File: config.mk
export PLATFORM = sky130hd
export DESIGN_NAME = spike_detection_mc_avalon
export DESIGN_NICKNAME = d
export VERILOG_FILES = /design/src/rtl/spike_mc_pkg.sv /design/src/rtl/spike_evt_fifo.sv /design/src/rtl/spike_detection_mc_avalon.sv
export SDC_FILE = /design/constraint.sdc
export NUM_CORES = 2
export LEC_CHECK = 0
export ABC_CLOCK_PERIOD_IN_PS = 20800
export CELL_PAD_IN_SITES_DETAIL_PLACEMENT = 1
export CELL_PAD_IN_SITES_GLOBAL_PLACEMENT = 1
export CORE_MARGIN = 1.5
export CORE_UTILIZATION = 56
export DETAILED_ROUTE_END_ITERATION = 8
export HOLD_SLACK_MARGIN = 0.06
export PLACE_DENSITY = 0.88
export SLEW_MARGIN = 20
export SYNTH_ARGS = -nofsm -noshare
export SYNTH_HDL_FRONTEND = slang
export SYNTH_SLANG_ARGS = --single-unit
File: constraint.sdc
create_clock -name avl_clk_i -period 20.8 [get_ports avl_clk_i]
set_input_delay 4.16 -clock avl_clk_i [delete_from_list [all_inputs] [get_ports avl_clk_i]]
set_output_delay 4.16 -clock avl_clk_i [all_outputs]
set_load 0.005 [all_outputs]
File: src/rtl/spike_mc_pkg.sv
// Shared definitions for the multi-channel spike detector: register map,
// identification constant, event record layout and the deviation helper.
package spike_mc_pkg;

   localparam logic [13:0] ADDR_ID         = 14'h0000;
   localparam logic [13:0] ADDR_CTRL       = 14'h0001;
   localparam logic [13:0] ADDR_STATUS     = 14'h0002;
   localparam logic [13:0] ADDR_FIFO_LEVEL = 14'h0003;
   localparam logic [13:0] ADDR_EVT_CHAN   = 14'h0004;
   localparam logic [13:0] ADDR_EVT_TS_LO  = 14'h0005;
   localparam logic [13:0] ADDR_EVT_TS_HI  = 14'h0006;
   localparam logic [13:0] ADDR_REFRACT    = 14'h0007;
   localparam logic [13:0] ADDR_THRESH     = 14'h0010;
   localparam logic [13:0] ADDR_MEAN       = 14'h0020;

   localparam logic [15:0] ID_VALUE        = 16'h5D02;

   typedef struct packed {
      logic [3:0]  chan;
      logic [31:0] ts;
   } evt_t;

   // Magnitude of a - b; operands arrive sign-extended to 32 bits so the
   // difference of two sample-range values can never overflow.
   function automatic logic [31:0] abs_diff(input logic signed [31:0] a,
                                            input logic signed [31:0] b);
      logic signed [31:0] d;
      d = a - b;
      if (d < 32'sd0) begin
         abs_diff = 32'(-d);
      end else begin
         abs_diff = 32'(d);
      end
   endfunction

endpackage

File: src/rtl/spike_evt_fifo.sv
// Synchronous event FIFO with show-ahead head. A push while full is only
// accepted when a pop happens in the same cycle.
module spike_evt_fifo #(
   parameter int DEPTH = 32,
   parameter int WIDTH = 36
) (
   input  logic                   clk_i,
   input  logic                   rst_i,
   input  logic                   push_i,
   input  logic [WIDTH-1:0]       din_i,
   input  logic                   pop_i,
   output logic [WIDTH-1:0]       head_o,
   output logic                   full_o,
   output logic                   empty_o,
   output logic [$clog2(DEPTH):0] level_o
);
   localparam int AW = $clog2(DEPTH);
   localparam logic [AW:0] FULL_LVL = (AW+1)'(DEPTH);

   logic [WIDTH-1:0] mem_q [DEPTH];
   logic [AW-1:0]    wr_ptr_q, wr_ptr_d, rd_ptr_q, rd_ptr_d;
   logic [AW:0]      level_q, level_d;
   logic             do_push_s, do_pop_s;

   assign full_o  = (level_q == FULL_LVL);
   assign empty_o = (level_q == '0);
   assign level_o = level_q;
   assign head_o  = mem_q[rd_ptr_q];

   // Next pointers and fill level from the accepted push/pop pair.
   always_comb begin
      do_pop_s  = pop_i && !empty_o;
      do_push_s = push_i && (!full_o || do_pop_s);
      wr_ptr_d  = do_push_s ? wr_ptr_q + AW'(1) : wr_ptr_q;
      rd_ptr_d  = do_pop_s  ? rd_ptr_q + AW'(1) : rd_ptr_q;
      level_d   = level_q + (AW+1)'(do_push_s) - (AW+1)'(do_pop_s);
   end

   // Pointer and level state.
   always_ff @(posedge clk_i) begin
      if (rst_i) begin
         wr_ptr_q <= '0;
         rd_ptr_q <= '0;
         level_q  <= '0;
      end else begin
         wr_ptr_q <= wr_ptr_d;
         rd_ptr_q <= rd_ptr_d;
         level_q  <= level_d;
      end
   end

   // Storage array; contents are don't-care until written.
   always_ff @(posedge clk_i) begin
      if (do_push_s) begin
         mem_q[wr_ptr_q] <= din_i;
      end
   end

endmodule

File: src/rtl/spike_detection_mc_avalon.sv
// Multi-channel spike detector: per-channel running mean, threshold and
// refractory suppression, timestamped events in a shared FIFO read over
// Avalon-MM, level IRQ on new events or overflow.
module spike_detection_mc_avalon
   import spike_mc_pkg::*;
#(
   parameter int NB_CHANNELS = 4,
   parameter int SAMPLE_W    = 16,
   parameter int AVG_SHIFT   = 4,
   parameter int FIFO_DEPTH  = 32
) (
   input  logic                            avl_clk_i,
   input  logic                            avl_reset_i,
   input  logic [13:0]                     avl_address_i,
   input  logic [3:0]                      avl_byteenable_i,
   input  logic                            avl_write_i,
   input  logic [15:0]                     avl_writedata_i,
   input  logic                            avl_read_i,
   output logic                            avl_readdatavalid_o,
   output logic [15:0]                     avl_readdata_o,
   output logic                            avl_waitrequest_o,
   output logic                            avl_irq_o,
   input  logic [NB_CHANNELS*SAMPLE_W-1:0] sample_i,
   input  logic [NB_CHANNELS-1:0]          sample_valid_i
);
   localparam int ACC_W = SAMPLE_W + AVG_SHIFT + 1;
   localparam int LVL_W = $clog2(FIFO_DEPTH) + 1;

   logic [1:0]  ctrl_q, ctrl_d;
   logic        ovf_q, ovf_d, irq_pend_q, irq_pend_d, irq_q, irq_d;
   logic [15:0] refract_q, refract_d;
   logic [31:0] ts_q, ts_d;
   logic [15:0] rdata_q, rdata_d;
   logic        rvalid_q, rvalid_d;

   logic [15:0]             thresh_q [NB_CHANNELS];
   logic [15:0]             thresh_d [NB_CHANNELS];
   logic signed [ACC_W-1:0] acc_q [NB_CHANNELS];
   logic signed [ACC_W-1:0] acc_d [NB_CHANNELS];
   logic [15:0]             refr_q [NB_CHANNELS];
   logic [15:0]             refr_d [NB_CHANNELS];
   logic [31:0]             pend_ts_q [NB_CHANNELS];
   logic [31:0]             pend_ts_d [NB_CHANNELS];
   logic [NB_CHANNELS-1:0]  pend_q, pend_d;

   logic signed [SAMPLE_W-1:0] x_s [NB_CHANNELS];
   logic signed [ACC_W-1:0]    mean_s [NB_CHANNELS];
   logic [NB_CHANNELS-1:0]     hit_s;

   logic             wr_s, rd_s, commit_s, drop_s, ovf_set_s;
   logic             push_s, pop_s, full_s, empty_s;
   logic [3:0]       commit_idx_s;
   logic [31:0]      commit_ts_s;
   logic [LVL_W-1:0] level_s;
   evt_t             push_evt_s, head_s;
   logic             unused_be_s;

   assign unused_be_s         = ^avl_byteenable_i;
   assign avl_waitrequest_o   = 1'b0;
   assign avl_readdata_o      = rdata_q;
   assign avl_readdatavalid_o = rvalid_q;
   assign avl_irq_o           = irq_q;
   assign wr_s                = avl_write_i;
   assign rd_s                = avl_read_i & ~avl_write_i;

   // Per-channel mean (value before this sample's update) and spike decision.
   for (genvar g = 0; g < NB_CHANNELS; g++) begin : g_chan
      assign x_s[g]    = sample_i[g*SAMPLE_W +: SAMPLE_W];
      assign mean_s[g] = acc_q[g] >>> AVG_SHIFT;
      assign hit_s[g]  = (abs_diff(32'(x_s[g]), 32'(mean_s[g])) > 32'(thresh_q[g]))
                         && (refr_q[g] == 16'd0);
   end

   // Control register writes and the timestamp counter.
   always_comb begin
      ctrl_d    = ctrl_q;
      refract_d = refract_q;
      thresh_d  = thresh_q;
      ts_d      = ctrl_q[0] ? ts_q + 32'd1 : ts_q;
      if (wr_s) begin
         case (avl_address_i)
            ADDR_CTRL: begin
               ctrl_d = avl_writedata_i[1:0];
               if (avl_writedata_i[0] && !ctrl_q[0]) begin
                  ts_d = 32'd0;
               end else begin
                  ts_d = ctrl_q[0] ? ts_q + 32'd1 : ts_q;
               end
            end
            ADDR_REFRACT: refract_d = avl_writedata_i;
            default:      ctrl_d = ctrl_q;
         endcase
         for (int c = 0; c < NB_CHANNELS; c++) begin
            if (avl_address_i == ADDR_THRESH + 14'(c)) begin
               thresh_d[c] = avl_writedata_i;
            end
         end
      end else begin
         ctrl_d = ctrl_q;
      end
   end

   // Lowest-index pending channel owns the FIFO write port this cycle.
   always_comb begin
      commit_s     = 1'b0;
      commit_idx_s = 4'd0;
      commit_ts_s  = 32'd0;
      for (int c = NB_CHANNELS - 1; c >= 0; c--) begin
         if (pend_q[c]) begin
            commit_s     = 1'b1;
            commit_idx_s = 4'(c);
            commit_ts_s  = pend_ts_q[c];
         end
      end
   end

   assign push_evt_s = {commit_idx_s, commit_ts_s};

   // Running mean, refractory count and pending-event capture per channel.
   always_comb begin
      acc_d     = acc_q;
      refr_d    = refr_q;
      pend_ts_d = pend_ts_q;
      pend_d    = pend_q;
      drop_s    = 1'b0;
      for (int c = 0; c < NB_CHANNELS; c++) begin
         if (commit_s && (commit_idx_s == 4'(c))) begin
            pend_d[c] = 1'b0;
         end
         if (ctrl_q[0] && sample_valid_i[c]) begin
            acc_d[c] = acc_q[c] + ACC_W'(x_s[c]) - mean_s[c];
            if (hit_s[c]) begin
               refr_d[c] = refract_q;
               if (pend_d[c]) begin
                  drop_s = 1'b1;
               end else begin
                  pend_d[c]    = 1'b1;
                  pend_ts_d[c] = ts_q;
               end
            end else if (refr_q[c] != 16'd0) begin
               refr_d[c] = refr_q[c] - 16'd1;
            end else begin
               refr_d[c] = refr_q[c];
            end
         end
      end
   end

   // FIFO handshake, sticky overflow and interrupt pending; set beats clear.
   always_comb begin
      pop_s      = rd_s && (avl_address_i == ADDR_EVT_TS_HI) && !empty_s;
      push_s     = commit_s && (!full_s || pop_s);
      ovf_set_s  = drop_s || (commit_s && full_s && !pop_s);
      ovf_d      = ovf_q;
      irq_pend_d = irq_pend_q;
      if (wr_s && (avl_address_i == ADDR_STATUS)) begin
         if (avl_writedata_i[1]) ovf_d = 1'b0;
         else                    ovf_d = ovf_q;
         if (avl_writedata_i[2]) irq_pend_d = 1'b0;
         else                    irq_pend_d = irq_pend_q;
      end
      if (ovf_set_s) begin
         ovf_d = 1'b1;
      end
      if ((push_s && empty_s) || (ovf_set_s && !ovf_q)) begin
         irq_pend_d = 1'b1;
      end
      irq_d = irq_pend_q & ctrl_q[1];
   end

   // Registered read-back; zero whenever no read is being answered.
   always_comb begin
      rvalid_d = rd_s;
      rdata_d  = 16'd0;
      if (rd_s) begin
         case (avl_address_i)
            ADDR_ID:         rdata_d = ID_VALUE;
            ADDR_CTRL:       rdata_d = {14'd0, ctrl_q};
            ADDR_STATUS:     rdata_d = {13'd0, irq_pend_q, ovf_q, !empty_s};
            ADDR_FIFO_LEVEL: rdata_d = 16'(level_s);
            ADDR_EVT_CHAN:   rdata_d = empty_s ? 16'd0 : {12'd0, head_s.chan};
            ADDR_EVT_TS_LO:  rdata_d = empty_s ? 16'd0 : head_s.ts[15:0];
            ADDR_EVT_TS_HI:  rdata_d = empty_s ? 16'd0 : head_s.ts[31:16];
            ADDR_REFRACT:    rdata_d = refract_q;
            default:         rdata_d = 16'd0;
         endcase
         for (int c = 0; c < NB_CHANNELS; c++) begin
            if (avl_address_i == ADDR_THRESH + 14'(c)) rdata_d = thresh_q[c];
            if (avl_address_i == ADDR_MEAN + 14'(c))   rdata_d = 16'(mean_s[c]);
         end
      end else begin
         rdata_d = 16'd0;
      end
   end

   // All architectural state, cleared by the synchronous reset.
   always_ff @(posedge avl_clk_i) begin
      if (avl_reset_i) begin
         ctrl_q     <= 2'd0;
         ovf_q      <= 1'b0;
         irq_pend_q <= 1'b0;
         irq_q      <= 1'b0;
         refract_q  <= 16'd0;
         ts_q       <= 32'd0;
         rdata_q    <= 16'd0;
         rvalid_q   <= 1'b0;
         pend_q     <= '0;
         for (int c = 0; c < NB_CHANNELS; c++) begin
            thresh_q[c]  <= 16'h7FFF;
            acc_q[c]     <= '0;
            refr_q[c]    <= 16'd0;
            pend_ts_q[c] <= 32'd0;
         end
      end else begin
         ctrl_q     <= ctrl_d;
         ovf_q      <= ovf_d;
         irq_pend_q <= irq_pend_d;
         irq_q      <= irq_d;
         refract_q  <= refract_d;
         ts_q       <= ts_d;
         rdata_q    <= rdata_d;
         rvalid_q   <= rvalid_d;
         pend_q     <= pend_d;
         thresh_q   <= thresh_d;
         acc_q      <= acc_d;
         refr_q     <= refr_d;
         pend_ts_q  <= pend_ts_d;
      end
   end

   spike_evt_fifo #(
      .DEPTH (FIFO_DEPTH),
      .WIDTH ($bits(evt_t))
   ) u_fifo (
      .clk_i   (avl_clk_i),
      .rst_i   (avl_reset_i),
      .push_i  (push_s),
      .din_i   (push_evt_s),
      .pop_i   (pop_s),
      .head_o  (head_s),
      .full_o  (full_s),
      .empty_o (empty_s),
      .level_o (level_s)
   );

endmodule

# Yosys cells after proc, flatten, opt, wreduce, memory -nomap -nowiden
# Memory sizes are Yosys's and may differ from the RTL's. A register that Yosys moved wholly into a read port is not among the register bits.
# Cells that the tools add are included.
word_totals:
  ff_bits: 430
  mem_bits_rw: 1152
  inputBits: 106
  output_inout_bits: 19
  word_cells: 231
  n_memories: 1
op_classes:
  n_addsub: 25
  magnitude_cmp: 8
  n_eq_ne: 19
  muxes: 74
  bitwise_logic: 8
  n_reduce_logical: 68
mem_list:
  columns: ["memory", "words", "word_bits", "rd", "rd_ports_with_merged_regs", "write_ports", "line_no", "source"]
  rows:
  - ["u_fifo.mem_q", 32, 36, 1, 1, 1, "spike_evt_fifo.sv:20", "logic [WIDTH-1:0] mem_q [DEPTH];"]
op_table:
  columns: ["cell", "count"]
  rows:
  - ["$mux W32", 12]
  - ["$mux W16", 18]
  - ["$gt A32 B16 Y1", 4]
  - ["$neg A18 Y32", 4]
  - ["$pmux W16 S8", 1]
  - ["$add A21 B16 Y21", 4]
  - ["$sub A21 B17 Y21", 4]
  - ["$lt A18 B1 Y1 const B", 4]
  - ["$sub A16 B17 Y18", 4]
  - ["$logic_not A16 Y1", 4]
  - ["$reduce_bool A16 Y1", 4]
  - ["$sub A16 B1 Y16 const B", 4]
  - ["$eq A14 B3 Y1 const B", 4]
  - ["$eq A14 B5 Y1 const B", 4]
  - ["$eq A14 B6 Y1 const B", 4]
  - ["$mux W1", 36]
  - ["$add A32 B1 Y32 const B", 1]
  - ["$eq A14 B2 Y1 const B", 2]
  - ["$reduce_and A2 Y1", 12]
  - ["$logic_and A1 B1 Y1", 23]
  - ["$mux W4", 4]
  - ["$reduce_bool A2 Y1", 8]
  - ["$eq A14 B1 Y1 const B", 1]
  - ["$logic_not A14 Y1", 1]
  - ["16 further kinds", 35]

# Depth between registers and ports, before layout
logic_depth:
  depth_word: 24
  mapped_depth: 32
  depth_no_buf: 29

# By module
# Synthesis repeated with hierarchy kept, for this count alone.
hier_totals:
  hier_cells: 6380
  hier_area_um2: 76622.2
modules_own_cells:
  columns: ["mod", "instances", "cells_per_inst", "area_each_um2", "seq_area_each_um2"]
  rows:
  - ["spike_evt_fifo", 1, 2269, 45169.6, 35013.6]
  - ["spike_detection_mc_avalon", 1, 4111, 31452.7, 8287.9]

# Worst setup path after synthesis
# No wires, ideal clock.
synth_path:
  kind: "input port to flip-flop"
  from: "input port sample_i[32]"
  to: "register pend_ts_q[33] (netlist bit)"
  setup_ns: 0.070
  arrival_ns: 9.578
  t_required_ns: 20.730
  slack_ns: 11.152
  path_stages: 31
  path_buffers: 3
  path_cell_list: "inv_1 -> ha_1 -> inv_1 -> fa_1 -> a21o_1 -> a21oi_1 -> xnor2_1 -> or3_1 -> nand2b_1 -> nor3_1 -> inv_1 -> or3_1 -> or2_2 -> o21ai_0 -> xnor2_1 -> ha_1 -> a21o_1 -> a21o_1 -> a21oi_1 -> o21ai_0 -> a211oi_1 -> nor2_1 -> a311o_1 -> nor4_1 -> or3_1 -> clkbuf_1 -> or3_1 -> clkbuf_1 -> clkbuf_1 -> nand2_1 -> a21oi_1"
synth_via:
  elab_chain_len: 6
  elab_cells_between_ends: 7
  cone_classes: "2 x add/sub; 2 x order compare; 1 x mux; 2 x reduce/logical"
synth_rtl:
  columns: ["item", "line_no", "source"]
  rows:
  - ["start, declared", "spike_detection_mc_avalon.sv:23", "input logic [NB_CHANNELS*SAMPLE_W-1:0] sample_i,"]
  - ["$sub A16 B17 Y18 *", "spike_mc_pkg.sv:28", "d = a - b;"]
  - ["$neg A18 Y32 / $lt A18 B1 Y1 (equally long branches)", "spike_mc_pkg.sv:30, spike_mc_pkg.sv:29", null]
  - ["$mux W32 *", "spike_mc_pkg.sv:29", "if (d < 32'sd0) begin"]
  - ["$gt A32 B16 Y1 *", "spike_detection_mc_avalon.sv:70", "assign hit_s[g] = (abs_diff(32'(x_s[g]), 32'(mean_s[g])) > 32'(thresh_q[g]))"]
  - ["$logic_and A1 B1 Y1 *", "spike_detection_mc_avalon.sv:71", "&& (refr_q[g] == 16'd0);"]
  - ["$reduce_and A3 Y1 (no line) *", null, null]
  - ["end signal, assigned", "spike_detection_mc_avalon.sv:227", "pend_ts_q <= pend_ts_d;"]
  - ["end, declared", "spike_detection_mc_avalon.sv:42", "logic [31:0] pend_ts_q [NB_CHANNELS];"]
# Every way passes the cells marked *; elsewhere a longest branch is shown, timed or not.
# A chain may end at the register's enable or synchronous reset.

# Worst setup path after layout
layout_path:
  from: "input port sample_i[0]"
  to: "register pend_ts_q[120] (netlist bit)"
# The elaborated chain is that of the path after synthesis.

==> results.yml <==
cts:
  clk_path_buf_depth: 3
  cts.sink_count: 1523
  h-tree-depth: 4
  clock_latency_ns: 0.84
  clock-root-buffer: "clkbuf_16"
  post_cts_buffers: 0
  cts_buffers: 155
  clk_pin_slew_ns: 0.07
  cts_tree: "built"
  cts_hold_buffers: 0
  cts-resized-gates: 0
floorplanning:
  die_height_um: 363
  rows: 131
  fp.dieW_um: 363
  initial_core_util: 0.567
  io_pins: 125
  die_area_um2: 132000
  core_um2: 128000
pwr:
  seqPwrFrac: 0.493
  ir_worst_vdd_mv: 0.0961
  cellLeakagePower_uw: 0.0308
  p_per_area_nw_per_um2: 79.9
  switching_share: 0.240
  internal_power_uw: 4940
  switching_power_uw: 1560
  p_clk_frac: 0.448
  power_frac_comb: 0.059
layout:
  instances_no_fill: 7678
  syn_to_final_growth_pct: 12.0
  final_nets: 6253
  drive_above_1_share: 0.129
global_route:
  grt_overflow_total: 0
  grt_pass1_vias: 55100
  track_usage: 0.390
  grt_pass1_wl_um: 373000
  grt_max_degree: 149
  antenna_found_initial: 11
worst_setup_path:
  end_kind: "flop"
  ff2ff_setup_slack_ns: 13.39
  start_kind: "input port"
  cp_max_fo: 33
  worstPathRequired_ns: 21.45
  critPathKind: "input port to flop"
  arrival_ns: 11.35
run:
  maxCapViolCount: 0
timing:
  finalCritPeriodShare: 0.514
  max-slew-margin-rel: 0.255
  rsz0062_at_grt: "no"
  setup-tns-final_ns: 0
  tightest_slew_ns: 1.11
  slew_violations: 0
  period_needed_ns: 10.70
  setup_viol_count_final: 0
  clock_skew_ns: 0.0533
  max_freq_mhz: 93.5
  hold_viol: 0
synthesis:
  synthAdderAreaFrac: 0.0646
  yosysMostFrequentCell: "edfxtp_1"
  synth-edff-count: 1088
  synthSimpleGateAreaFrac: 0.0908
  ys_types: 91
  syn_avg_cell_area_um2: 12.7
  synth_area_leaders: "edfxtp_1 (45%), dfxtp_1 (12%), mux4_2 (10%)"
  synthFlopType: "edfxtp_1"
  ys_seq_area_frac: 0.570
  ys_ff_latch: 1523
  synth_top_family_by_area: "multiplexers"
  synth_warnings: 0
  netlist_instances: 5727
  ys_top_cells_by_count: "edfxtp_1 (1088), nand2_1 (566), inv_1 (450), dfxtp_1 (435), a21oi_1 (413)"
  synthArstFlopShare: 0
  yosysTopAreaCellShare: 0.450
  synth_area_um2: 72700
  synth_xor_area_frac: 0.0246
  synth-compound-area-share: 0.0919
  yosys-mux-area-fraction: 0.120
  synth_nets: 6157
  synth_largest_area_cell: "edfxtp_1"
routing:
  highest_layer: "met5"
  wl_um: 257000
  wl_per_cell_um: 33.5
  wl_met2_um: 125000
  wl_met3_um: 25100
  vias: 52952
  drtAntennaViolNets: 0
  route.detailed.drc: 0
  drt-met1-wl_um: 86900
  drtIter0Drc: 6672
  first_pass_iters: 8
  viasPerCell: 6.90
status:
  status: "completed"
placement:
  io_buffers: 119
  dp_hpwl_um: 146000
  placed_cells: 7391
  place_congestion: 0.953
worst_hold_path:
  hold_path_class: "flop to flop"
[cell families (layout without fill, tap and decap cells)]
family,Yosys count,count (layout)
multiplexers,451,451
XOR/XNOR,204,204
buffers and inverters,723,944
other,1,2
flip-flops,1523,1523
AO/OA/AOI/OAI,1053,1053
AND/OR/NAND/NOR,1448,1448
adder cells (fa/ha/maj),324,324
[stage by stage]
stage               cell area [um2]  setup slack, ns  utilization  hold slack (ns)  total power [uW]
global placement              76000             9.75        0.593            0.438              3630
detailed placement            76100             9.55        0.593            0.449              3650
global route                  81400             9.72        0.635            0.474              6630
CTS                           81100            10.33        0.633            0.435              6500
finish                        81400            10.10        0.635            0.438              6500
floorplan                     72700            11.15            -            0.432              3540
[power by group through the flow]
stage	Sequential, uW	Combinational [uW]	Clock (uW)
3_5_place_dp	3270	373	0
2_1_floorplan	3270	263	0
6_report	3210	384	2910
4_1_cts	3210	379	2910
3_3_place_gp	3270	358	0
5_1_grt	3210	423	3000
[cells in the final DEF, fill, tap and decap left out, types with 50 or more instances in the layout]
cell type,n
xnor2_1,127
inv_1,448
or3_1,62
a21oi_1,413
mux2i_1,111
xor2_1,77
nand2_1,566
a21o_1,50
o21ai_0,145
buf_4,81
o211ai_1,58
fa_1,85
nor2_1,350
mux4_2,338
ha_1,239
and3_1,65
clkdlybuf4s50_1,118
dfxtp_1,429
nand3_1,85
edfxtp_1,1088
clkbuf_16,157
nor3_1,84
[routing by layer]
layer,up-vias,GRT usage
met3,1127,0.0832
met4,16,0.270
met5,-,0
met2,3824,0.647
li1,21430,-
met1,26555,0.455
[cell type report]
| cell class | count | area (um2) |
|---|---|---|
| clock buffers | 204 | 4190 |
| repair buffers | 208 | 1990 |
| inverters | 454 | 1700 |
| fillers | 12345 | 46800 |
| clock inverters | 78 | 871 |
| well taps | 1729 | 2160 |
| diodes | 1 | 2.50 |
| multi-input cells | 3481 | 29100 |
| flip-flops and latches | 1523 | 41400 |
[worst max-delay path, cell delays in order]
cell             delay [ns]
clkdlybuf4s50_1        0.51
inv_1                  0.06
ha_1                   0.22
fa_1                   0.41
nor2b_1                0.15
o21a_1                 0.15
o21ai_1                0.12
a31oi_1                0.30
xor2_1                 0.19
or4b_2                 0.72
or4_1                  0.60
o21ai_0                0.22
xnor2_1                0.15
ha_1                   0.27
a21o_1                 0.16
a21oi_1                0.13
o21ai_0                0.10
a21oi_1                0.13
a31o_2                 0.14
nand2_1                0.05
nor4_1                 0.73
nor4b_2                0.12
buf_4                  0.23
nand2_1                0.08
buf_4                  0.49
nand2_1                0.13
a21oi_1                0.60
[registers in the layout, indices dropped and copies added (netlist names), 16 cells and up, named ones only]
signal	cells
refr_q	64
ts_q	32
pend_ts_q	128
refract_q	16
u_fifo.mem_q	1088
acc_q	84
avl_readdata_o	16
thresh_q	64
[worst paths after layout]
path                            depth (start not counted)        start             end
worst max-delay path                                   27  sample_i[0]  pend_ts_q[120]
worst min-delay path                                    1        ovf_q      irq_pend_q
worst max register to register                         23    acc_q[26]           ovf_q
worst min register to register                          1        ovf_q      irq_pend_q
(Power assumes the default switching activity.)
